===== src/rtl/rv_pkg.sv =====
// Shared RV core definitions: datapath widths, default reset PC, fetch FSM states.
package rv_pkg;

    localparam int unsigned XLEN = 64;
    localparam int unsigned ILEN = 32;

    localparam logic [XLEN-1:0] RESET_PC_DEFAULT = 64'h0000_0000_0000_0000;

    typedef enum logic [1:0] {
        FETCH_REQ,
        FETCH_WAIT,
        FETCH_HOLD
    } fetch_state_e;

endpackage


===== src/rtl/instr_fetch.sv =====
// Instruction fetch unit: single outstanding imem fetch, decoder handshake,
// aligned redirects with stale-response discard, misaligned-redirect pulse.
module instr_fetch
    import rv_pkg::*;
#(
    parameter logic [XLEN-1:0] RESET_PC = RESET_PC_DEFAULT
) (
    input  logic            clk,
    input  logic            rst_n,
    output logic            imem_req_valid,
    input  logic            imem_req_ready,
    output logic [XLEN-1:0] imem_req_addr,
    input  logic            imem_rsp_valid,
    input  logic [ILEN-1:0] imem_rsp_data,
    input  logic            redirect_valid,
    input  logic [XLEN-1:0] redirect_pc,
    output logic            instr_valid,
    input  logic            instr_ready,
    output logic [ILEN-1:0] instruction,
    output logic [XLEN-1:0] instr_pc,
    output logic            misaligned_err
);

    fetch_state_e    state_q, state_d;
    logic [XLEN-1:0] pc_q, pc_d;
    logic [XLEN-1:0] instr_pc_q, instr_pc_d;
    logic [ILEN-1:0] instr_q, instr_d;
    logic            discard_q, discard_d;
    logic            err_q, err_d;
    logic            redir_ok;
    logic            redir_bad;

    assign redir_ok  = redirect_valid && (redirect_pc[1:0] == 2'b00);
    assign redir_bad = redirect_valid && (redirect_pc[1:0] != 2'b00);

    always_ff @(posedge clk) begin
        if (!rst_n) begin
            state_q    <= FETCH_REQ;
            pc_q       <= RESET_PC;
            discard_q  <= 1'b0;
            instr_q    <= '0;
            instr_pc_q <= RESET_PC;
            err_q      <= 1'b0;
        end else begin
            state_q    <= state_d;
            pc_q       <= pc_d;
            discard_q  <= discard_d;
            instr_q    <= instr_d;
            instr_pc_q <= instr_pc_d;
            err_q      <= err_d;
        end
    end

    always_comb begin
        state_d    = state_q;
        pc_d       = pc_q;
        discard_d  = discard_q;
        instr_d    = instr_q;
        instr_pc_d = instr_pc_q;
        err_d      = redir_bad;

        if (redir_ok) pc_d = redirect_pc;

        case (state_q)
            FETCH_REQ: begin
                // A request accepted alongside a redirect is stale: wait out its
                // response with discard set so only one fetch is ever in flight.
                if (imem_req_ready) begin
                    state_d   = FETCH_WAIT;
                    discard_d = redir_ok;
                end
            end
            FETCH_WAIT: begin
                if (redir_ok) begin
                    if (imem_rsp_valid) begin
                        state_d   = FETCH_REQ;
                        discard_d = 1'b0;
                    end else begin
                        discard_d = 1'b1;
                    end
                end else if (imem_rsp_valid) begin
                    if (discard_q) begin
                        state_d   = FETCH_REQ;
                        discard_d = 1'b0;
                    end else begin
                        instr_d    = imem_rsp_data;
                        instr_pc_d = pc_q;
                        state_d    = FETCH_HOLD;
                    end
                end
            end
            FETCH_HOLD: begin
                if (redir_ok) begin
                    state_d = FETCH_REQ;
                end else if (instr_ready) begin
                    pc_d    = pc_q + 64'd4;
                    state_d = FETCH_REQ;
                end
            end
            default: state_d = FETCH_REQ;
        endcase
    end

    assign imem_req_valid = rst_n && (state_q == FETCH_REQ);
    assign imem_req_addr  = pc_q;
    assign instr_valid    = (state_q == FETCH_HOLD);
    assign instruction    = instr_q;
    assign instr_pc       = instr_pc_q;
    assign misaligned_err = err_q;

endmodule


===== config.mk =====
export PLATFORM = sky130hd
export DESIGN_NAME = instr_fetch
export DESIGN_NICKNAME = d
export VERILOG_FILES = /design/src/rtl/rv_pkg.sv /design/src/rtl/instr_fetch.sv
export SDC_FILE = /design/constraint.sdc
export NUM_CORES = 1
export LEC_CHECK = 0
export ABC_AREA = 0
export CORE_MARGIN = 3
export CORE_UTILIZATION = 48
export CTS_CLUSTER_SIZE = 10
export DETAILED_ROUTE_END_ITERATION = 8
export HOLD_SLACK_MARGIN = 0.12
export PLACE_DENSITY = 0.86
export SYNTH_ARGS = -nofsm -noshare
export SYNTH_HDL_FRONTEND = slang
export SYNTH_SLANG_ARGS = --single-unit

===== constraint.sdc =====
create_clock -name clk -period 3.3 [get_ports clk]
set_input_delay 0.66 -clock clk [delete_from_list [all_inputs] [get_ports clk]]
set_output_delay 0.66 -clock clk [all_outputs]
set_load 0.01 [all_outputs]

==> results.tsv <==
metric	value	unit
clk buf depth	2	
Pint	3630	uW
largest net degree at the start of global routing	62	
Post-DP Area	9760	um^2
Post-Synth Simple-Gate Area	0.255	
Syn Std Cell Area	7010	um^2
Hold Path Depth	2	
GRT Overall Usage	0.268	
setup TNS	0	ns
Max-cap violations	0	
DRC Markers	0	
Fin. Hold Viols	0	
Nets	1212	
period utilization	0.814	
cells after synthesis	877	
Main synth FF type	dfxtp_1	
hold buffers post-CTS	0	
CTS tree	done	
I/O Pins	265	
outcome	finished, final reports clean	
most common cell after layout, fill and taps aside	clkdlybuf4s50_1	
reg2reg start	imem_req_addr[8]	
Hold Path Class	reg -> reg	
startpoint types	input port	
global placer's final weighted congestion	0.840	
Die W	127	um
crit-path cells	clkdlybuf4s50_1 > nand2_1 > nor2_1 > clkdlybuf4s50_1	
Critical Path Fanout Max	3	
FMAX	0.372	GHz
Mapped Nets	980	
layout cells sized above 1	0.0579	
Synth async-reset ratio	0	
total CTS buffers	17	
r2r setup slk	0.70	ns
Vias	7008	
combinational share of power	0.105	
number of global-route vias before repair	6875	
pwr dens	457	nW/um^2
Seq cells post-synth	164	
synth top area cells	dfxtp_1 (47%), nand2_1 (12%), a21oi_1 (9.8%)	
Post-Synth XOR/XNOR Area	0.0700	
initial antenna violation count	0	
Sw Share	0.235	
Setup-failing EPs final	0	
area share of the leading cell type in the synthesized netlist	0.468	
row cnt	43	
Starting Density	0.497	
Synth warnings	0	
DIE AREA	16100	um^2
Arr. time, crit path	2.03	ns
Flop pwr share	0.448	
Net Sw Power	1120	uW
PostCTS Resize Cnt	0	
largest family of logic cells by synthesized area	simple AND/OR/NAND/NOR gates	
post-CTS setup buffer count	0	
static leakage	0.00351	uW
Synth cell types	46	
Post-synth EDFFs	0	
worst relative slew slack	0.635	
Worst EP required	2.64	ns
via/cell ratio	5.38	
H-tree depth	4	
Synth Area in Adders	0.00178	
RSZ-0062 raised after global routing	false	
Core ar.	14100	um^2
Antenna Nets Post-Route	0	
clk root buf	clkbuf_16	
fill cell count	1035	
skew final	0.00939	ns
syn avg cell area	7.99	um^2
hold path startpoint	instruction[4]	
min cycle time layout	2.69	ns
worst-skew pair later-pin latency	0.43	ns
Buffers on Ports	264	
Final Slew Violations	0	
crit end category	output pin	
Initial DRT Pass Iterations	5	
proportion of synthesized area in mux cells	0	
HPWL after DPL	15300	um
WHS Endpoint	instruction[4]	
clock sinks	164	
clk slew on worst S/H paths	0.06	ns
R2R Path End	imem_req_addr[50]	
Critical Path Max Stage Delay	0.59	ns
final WL	21700	um
worst-margin pin slew	0.547	ns
Clk pwr share	0.447	
Die Span Y	127	um
register area share after synthesis	0.468	
most frequent cells in the layout	clkdlybuf4s50_1 (264), nand2_1 (225), dfxtp_1 (164), a21oi_1 (137), o21ai_0 (44)	
initial drt markers	411	
largest area contributor in the netlist	dfxtp_1	
compound-gate portion of the synthesized area	0.160	
# diodes	0	
Slowest-stage cell, CP	clkdlybuf4s50_1	
critical path class	in -> out	
total grt overflow	0	
DR WL/cell	16.7	um
P&R area growth vs syn	48.2	%
crit-path most repeated cell	clkdlybuf4s50_1	
R2R depth	6	
peak supply drop	328	uV
first-pass GRT wire length	35100	um
post-route cell area	10400	um^2
## cell usage after synthesis (all sizes together), types with 4 or more instances
cell	count
nor3	15
a21oi	137
xnor2	27
and3	15
nand2	226
dfxtp	164
buf	9
or3	4
nand3	22
nor2	42
nand4	23
or4	6
clkbuf	51
inv	9
and4	7
xor2	29
nor4	8
o21ai	44
a211oi	17
## critical path: cells and delay by family
| kind | cells | cell delay [ns] |
|---|---|---|
| AND/OR/NAND/NOR | 2 | 0.19 |
| buffers and inverters | 2 | 1.17 |
## state kept, by name, indices dropped and copies added, names as in the netlist
signal,count
instr_pc,64
instruction,32
misaligned_err,1
discard_q,1
imem_req_addr,64
state_q,2
## stage by stage
step	setup WS, ns	std cells	hold WS (ns)	util	total power [uW]
finish	0.614	1302	0.453	0.737	4750
global route	0.549	1302	0.471	0.737	4910
CTS	0.621	1302	0.454	0.737	4780
detailed placement	0.277	1270	0.446	0.692	2660
global placement	0.343	1270	0.441	0.692	2660
floorplan	0.916	877	0.481	-	2350
## how the worst max path moves through the flow
| stage | endpoint | slack (ns) | startpoint | cells after the start |
|---|---|---|---|---|
| floorplan | instr_pc[8] | 0.92 | redirect_pc[0] | 8 |
| CTS | imem_req_valid | 0.62 | rst_n | 4 |
| global placement | imem_req_addr[49] | 0.34 | instr_ready | 7 |
| finish | imem_req_valid | 0.61 | rst_n | 4 |
| global route | imem_req_addr[50] | 0.55 | imem_req_addr[8] | 6 |
| detailed placement | imem_req_addr[49] | 0.28 | instr_ready | 7 |
## power groups by stage
| stage | logic [uW] | registers (uW) | clock network (uW) |
|---|---|---|---|
| floorplan | 173 | 2180 | 0 |
| global placement | 488 | 2170 | 0 |
| detailed placement | 495 | 2170 | 0 |
| CTS | 499 | 2130 | 2150 |
| global route | 538 | 2140 | 2230 |
| finish | 496 | 2130 | 2120 |
## final cells by class
class                      instances  area [um^2]  share of cell area
clock inverter                    12          176              0.0170
inverter                           9         36.3             0.00349
timing repair buffer             274         2780               0.268
sequential                       164         3280               0.316
clock buffer                      20          457              0.0440
tap                              180          225              0.0217
multi-input combinational        643         3430               0.330
## cell families after synthesis
| logic type | count (synthesis) |
|---|---|
| AO/OA/AOI/OAI | 209 |
| XOR/XNOR | 56 |
| adder cells (fa/ha/maj) | 1 |
| buffers and inverters | 70 |
| flip-flops | 164 |
| AND/OR/NAND/NOR | 377 |
## per-layer routing
layer | routed length (um) | GRT usage | vias up
met3 | 1520 | 0.0851 | 41
met4 | 496 | 0.0997 | 0
li1 | - | - | 3459
met1 | 9160 | 0.328 | 3272
met5 | 0 | 0 | -
met2 | 10600 | 0.441 | 236
No activity file was read; power rests on OpenSTA's default activity.
